## config.mk

```make
export PLATFORM = sky130hd
export DESIGN_NAME = spram_arbiter
export DESIGN_NICKNAME = d
export VERILOG_FILES = /design/src/rtl/spram_pkg.sv /design/src/rtl/spram_arbiter.sv
export SDC_FILE = /design/constraint.sdc
export NUM_CORES = 1
export LEC_CHECK = 0
export CAP_MARGIN = 20
export CORE_MARGIN = 3
export CORE_UTILIZATION = 25
export DETAILED_ROUTE_END_ITERATION = 12
export GPL_TIMING_DRIVEN = 0
export SYNTH_ARGS = -nofsm -noshare
export SYNTH_HDL_FRONTEND = slang
export SYNTH_SLANG_ARGS = --single-unit
```

## constraint.sdc

```tcl
create_clock -name clk -period 4.5 [get_ports clk]
set_input_delay 0.9 -clock clk [delete_from_list [all_inputs] [get_ports clk]]
set_output_delay 0.9 -clock clk [all_outputs]
set_load 0.05 [all_outputs]
```

## src/rtl/spram_pkg.sv

```systemverilog
// Shared widths, write mask and command-state encoding for the SPRAM arbiter.
package spram_pkg;

    localparam int ADDR_W = 14;
    localparam int DATA_W = 16;

    localparam logic [3:0] MASK_ALL = 4'b1111;

    typedef enum logic [1:0] {
        IDLE  = 2'd0,
        WRITE = 2'd1,
        READ  = 2'd2
    } state_e;

endpackage

```

## src/rtl/spram_arbiter.sv

```systemverilog
// Two-requester arbiter for a single-port SPRAM: one posted write buffer,
// one outstanding read, round-robin grant with write-first on address match.
module spram_arbiter #(
    parameter int ADDR_W = spram_pkg::ADDR_W,
    parameter int DATA_W = spram_pkg::DATA_W
) (
    input  logic              clk,
    input  logic              reset,
    input  logic [ADDR_W-1:0] wr_addr,
    input  logic [DATA_W-1:0] wr_data,
    input  logic              wr_strobe,
    output logic              wr_ready,
    input  logic [ADDR_W-1:0] rd_addr,
    input  logic              rd_strobe,
    output logic              rd_ready,
    output logic [DATA_W-1:0] rd_data,
    output logic              rd_valid,
    output logic [ADDR_W-1:0] ram_addr,
    output logic [DATA_W-1:0] ram_wdata,
    output logic              ram_wren,
    output logic [3:0]        ram_maskwren,
    input  logic [DATA_W-1:0] ram_rdata
);
    import spram_pkg::*;

    state_e            state_q, state_d;
    logic              wr_pending_q, wr_pending_d;
    logic [ADDR_W-1:0] wr_addr_q, wr_addr_d;
    logic [DATA_W-1:0] wr_data_q, wr_data_d;
    logic              rd_pending_q, rd_pending_d;
    logic [ADDR_W-1:0] rd_addr_q, rd_addr_d;
    logic              last_wr_q, last_wr_d;
    logic [ADDR_W-1:0] ram_addr_q, ram_addr_d;
    logic [DATA_W-1:0] ram_wdata_q, ram_wdata_d;
    logic              rd_cap_q, rd_cap_d;
    logic              rd_valid_q, rd_valid_d;
    logic [DATA_W-1:0] rd_data_q, rd_data_d;

    logic wr_accept;
    logic rd_accept;
    logic grant_wr;
    logic grant_rd;

    always_comb begin
        wr_ready = !wr_pending_q;
        // Read side stays busy through the SPRAM sample and capture cycles.
        rd_ready = !rd_pending_q && (state_q != READ) && !rd_cap_q;

        wr_accept = wr_strobe && wr_ready;
        rd_accept = rd_strobe && rd_ready;

        grant_wr = wr_pending_q &&
                   (!rd_pending_q || (wr_addr_q == rd_addr_q) || !last_wr_q);
        grant_rd = rd_pending_q && !grant_wr;

        state_d      = IDLE;
        wr_pending_d = wr_pending_q;
        wr_addr_d    = wr_addr_q;
        wr_data_d    = wr_data_q;
        rd_pending_d = rd_pending_q;
        rd_addr_d    = rd_addr_q;
        last_wr_d    = last_wr_q;
        ram_addr_d   = ram_addr_q;
        ram_wdata_d  = ram_wdata_q;

        if (grant_wr) begin
            state_d      = WRITE;
            wr_pending_d = 1'b0;
            last_wr_d    = 1'b1;
            ram_addr_d   = wr_addr_q;
            ram_wdata_d  = wr_data_q;
        end else if (grant_rd) begin
            state_d      = READ;
            rd_pending_d = 1'b0;
            last_wr_d    = 1'b0;
            ram_addr_d   = rd_addr_q;
        end

        if (wr_accept) begin
            wr_pending_d = 1'b1;
            wr_addr_d    = wr_addr;
            wr_data_d    = wr_data;
        end
        if (rd_accept) begin
            rd_pending_d = 1'b1;
            rd_addr_d    = rd_addr;
        end

        rd_cap_d   = (state_q == READ);
        rd_valid_d = rd_cap_q;
        rd_data_d  = rd_cap_q ? ram_rdata : rd_data_q;
    end

    always_ff @(posedge clk or posedge reset) begin
        if (reset) begin
            state_q      <= IDLE;
            wr_pending_q <= 1'b0;
            wr_addr_q    <= '0;
            wr_data_q    <= '0;
            rd_pending_q <= 1'b0;
            rd_addr_q    <= '0;
            last_wr_q    <= 1'b0;
            ram_addr_q   <= '0;
            ram_wdata_q  <= '0;
            rd_cap_q     <= 1'b0;
            rd_valid_q   <= 1'b0;
            rd_data_q    <= '0;
        end else begin
            state_q      <= state_d;
            wr_pending_q <= wr_pending_d;
            wr_addr_q    <= wr_addr_d;
            wr_data_q    <= wr_data_d;
            rd_pending_q <= rd_pending_d;
            rd_addr_q    <= rd_addr_d;
            last_wr_q    <= last_wr_d;
            ram_addr_q   <= ram_addr_d;
            ram_wdata_q  <= ram_wdata_d;
            rd_cap_q     <= rd_cap_d;
            rd_valid_q   <= rd_valid_d;
            rd_data_q    <= rd_data_d;
        end
    end

    assign ram_addr     = ram_addr_q;
    assign ram_wdata    = ram_wdata_q;
    assign ram_wren     = (state_q == WRITE);
    assign ram_maskwren = (state_q == WRITE) ? MASK_ALL : '0;
    assign rd_data      = rd_data_q;
    assign rd_valid     = rd_valid_q;

endmodule

```

==> impl_results.md <==
* Count of state elements after synthesis at 97
* Total Routed Length at 9060 microns
* CTS H-tree lvls at 3
* Number of violations of the max-capacitance limit at 0
* Launch point of the worst hold path: rd_cap_q
* Number of ports placed on the die boundary at 118
* HPWL reported at the end of detailed placement at 6480 microns
* Root buffer cell: clkbuf_16
* Power density over the cells at 887 mW/mm^2
* Total non-filler cell area in the finished layout at 0.00572 sq mm
* Seq/Total Area, Yosys at 61.2%
* DIE WIDTH at 132 microns
* Type of element capturing the critical path: output port
* Number of cells on the worst reg-to-reg path at 6
* Vertical die dimension at 132 microns
* Post-CTS Repair Setup Buffers at 0
* Worst Skew at 0.00741 ns
* Post-synthesis to final-layout area growth at 44.3%
* Number of nets with antenna violations after routing at 0
* Vias per cell at 4.07
* Maximum buffer depth of the clock tree at 2
* Post-CTS Hold Buffers at 0
* Average wire per standard cell at 15.2 microns
* Hold-critical path endpoint: rd_valid
* Final number of hold-violating endpoints at 0
* CTS sink count at 97
* Core box area at 0.0154 sq mm
* Kind of critical path: reg -> out
* TritonCTS clock tree: yes
* Gp weighted congestion at 0.674
* Instance count after placement with tap cells included at 581
* Leakage Power at 2.32 nW
* Nets in the synthesized netlist at 316
* Pin count of the biggest net entering global routing at 67
* Startpoint types: register
* Cells on Worst Hold Path at 0
* Placed Instance Area at 0.00543 sq mm
* Max-slew violation count at 0
* Wire length of the first global-routing pass at 14600 microns
* Total power consumption of the routed design at 5.07 mW
* Outcome: finished, final reports clean
* Slew at the pin closest to its max-slew limit at 0.760 ns
* Detailed-route DRC error count at 0
* Vias in the first global route at 2698
* Antenna violations before repair at 0
* Busiest grt layer: met2
* Critical path arrival at 2.01 ns
* Number of gates resized after CTS at 0
* Initial core utilization at 25.8%
* Unrepaired setup endpoints after global routing: no
* Met2 routing resource usage after global routing at 17.0%
* Fraction of layout instances using a drive strength above 1 at 33.9%
* Fin crit share at 64.6%
* Skew-Pair Late Insertion Delay at 0.34 ns
* Initial DRT Pass Iterations at 3
* Launch point of the worst reg-to-reg path: rd_addr_q[10]
* Required time reported for the critical path endpoint at 3.60 ns
* Number of port buffers at 117
* Slew Limit Headroom at 49.3%
* DRC marker count from the first detailed-route iteration at 71
* Number of endpoints failing setup at the final stage at 0
* Final core utilization at 37.2%
* Maximum fanout along the worst path at 8
* Worst slack at placement at 1.68 ns
* Final worst-path setup slack at 1.59 ns
* Post-Syn Instances at 252
* Total overflow reported by the global router at 0
* Clock transition time at the flip-flop clock pins of the worst setup and hold paths at 0.06 ns
* Number of antenna diodes at 0
* Detailed-route via count at 2428
* Highest attainable clock frequency at 344 MHz
* Syn_area_per_cell at 15.7 sq um
* Type of the tightest min-delay check: reg -> reg
* Met3 usage in global routing at 4.89%
* Reg2reg setup slack at 2.54 ns
* Number of library cell types mapped by synthesis at 21
* Non-Filler Instances at 597
* Min Tclk post-route at 2.91 ns
* Total track usage at 10.9%
* Endpoint of the worst-slack reg-to-reg timing path: ram_wdata[0]
* Netlist area before placement at 0.00396 sq mm
* Met1 usage at 13.4%
* Number of rows created at floorplan at 45
* Count of synthesis-stage warnings from yosys at 0
* Area of the die at 0.0174 sq mm
* Max rail drop VDD at 0.000364 V
* Number of nets in the final layout at 445
* CTS Buf Count at 9
## cell usage after synthesis
library cell    instances  area share [%]
a21oi_2                 1            0.22
nand4_1                 3            0.47
buf_4                   4            0.76
nor2_1                  1           0.095
nor4_2                  1            0.32
mux2_2                102              29
inv_1                   4            0.38
buf_1                   4            0.38
nor2b_1                 3            0.47
dfrtp_1                97              61
buf_6                   4             1.1
buf_2                   2            0.25
nand2_1                 3            0.28
o21ai_0                 2            0.25
nand3_1                 1            0.13
dlymetal6s2s_1          1            0.32
xnor2_1                14             3.1
nor3_1                  1            0.13
mux2_4                  2            0.76
and2_1                  1            0.16
o21a_1                  1            0.19
## power by group
| group | total (mW) | switching [mW] | internal [mW] |
|---|---|---|---|
| combinational | 2.71 | 1.49 | 1.22 |
| clock | 0.761 | 0.316 | 0.445 |
| sequential | 1.60 | 0.269 | 1.33 |
## logic make-up after synthesis
group,synth area share (%)
AND/OR/NAND/NOR,2.05
buffers and inverters,3.22
AO/OA/AOI/OAI,0.663
multiplexers,29.7
XOR/XNOR,3.09
flip-flops,61.2
## critical path, cell delays in order (launching register included)
cell	delay [ns]
dfrtp_1	0.37
buf_2	0.18
nor3_1	0.25
clkdlybuf4s50_1	0.86
## worst max-delay path by stage
stage | startpoint | end | slack (ns) | depth (start not counted)
after CTS | rd_cap_q | rd_ready | 1.54 | 3
after global placement | reset | ram_wdata[13] | -0.39 | 2
after global routing | rd_cap_q | rd_ready | 1.44 | 3
final | rd_cap_q | rd_ready | 1.59 | 3
after detailed placement | wr_strobe | wr_addr_q[4] | 1.68 | 4
after floorplan | reset | last_wr_q | 1.07 | 1
## per-layer routing
metal,part of all wire [%],up-vias
met5,0,-
li1,-,1138
met1,43,1194
met2,46,85
met4,1.5,0
met3,8.8,11
## metrics by stage
step	TNS, ns	hold WS (ns)
after floorplan	0	0.349
after global placement	-36.86	0.351
after detailed placement	0	0.367
after CTS	0	0.382
after global routing	0	0.392
final	0	0.374
## sequential cells by signal, indices dropped and copies added, names as in the netlist
register,count
rd_valid,1
ram_wdata,16
last_wr_q,1
ram_addr,14
state_q,2
rd_pending_q,1
rd_addr_q,14
rd_data,16
wr_data_q,16
rd_cap_q,1
wr_pending_q,1
wr_addr_q,14
## cells in the final DEF, fill, tap and decap left out, types with 2 or more instances in the layout
cell | Yosys | final
inv_1 | 4 | 3
buf_6 | 4 | 4
nand2_1 | 3 | 3
clkdlybuf4s50_1 | 0 | 117
clkbuf_1 | 0 | 3
clkbuf_16 | 0 | 9
nand4_1 | 3 | 3
buf_1 | 4 | 4
nor2b_1 | 3 | 3
clkinv_2 | 0 | 2
buf_2 | 2 | 2
mux2_4 | 2 | 2
o21ai_0 | 2 | 2
mux2_2 | 102 | 102
xnor2_1 | 14 | 14
dfrtp_1 | 97 | 97
buf_4 | 4 | 4
## area by class of cell
| cell class | instances | area (sq um) |
|---|---|---|
| Timing Repair Buffer | 118 | 1200 |
| Clock inverter | 3 | 40.0 |
| Clock buffer | 13 | 250 |
| Buffer | 15 | 113 |
| Tap cell | 211 | 264 |
| Inverter | 4 | 17.5 |
| Sequential cell | 97 | 2430 |
| Multi-Input combinational cell | 136 | 1410 |
| Fill cell | 1489 | 9650 |
Power figures use the tool's default switching activity.
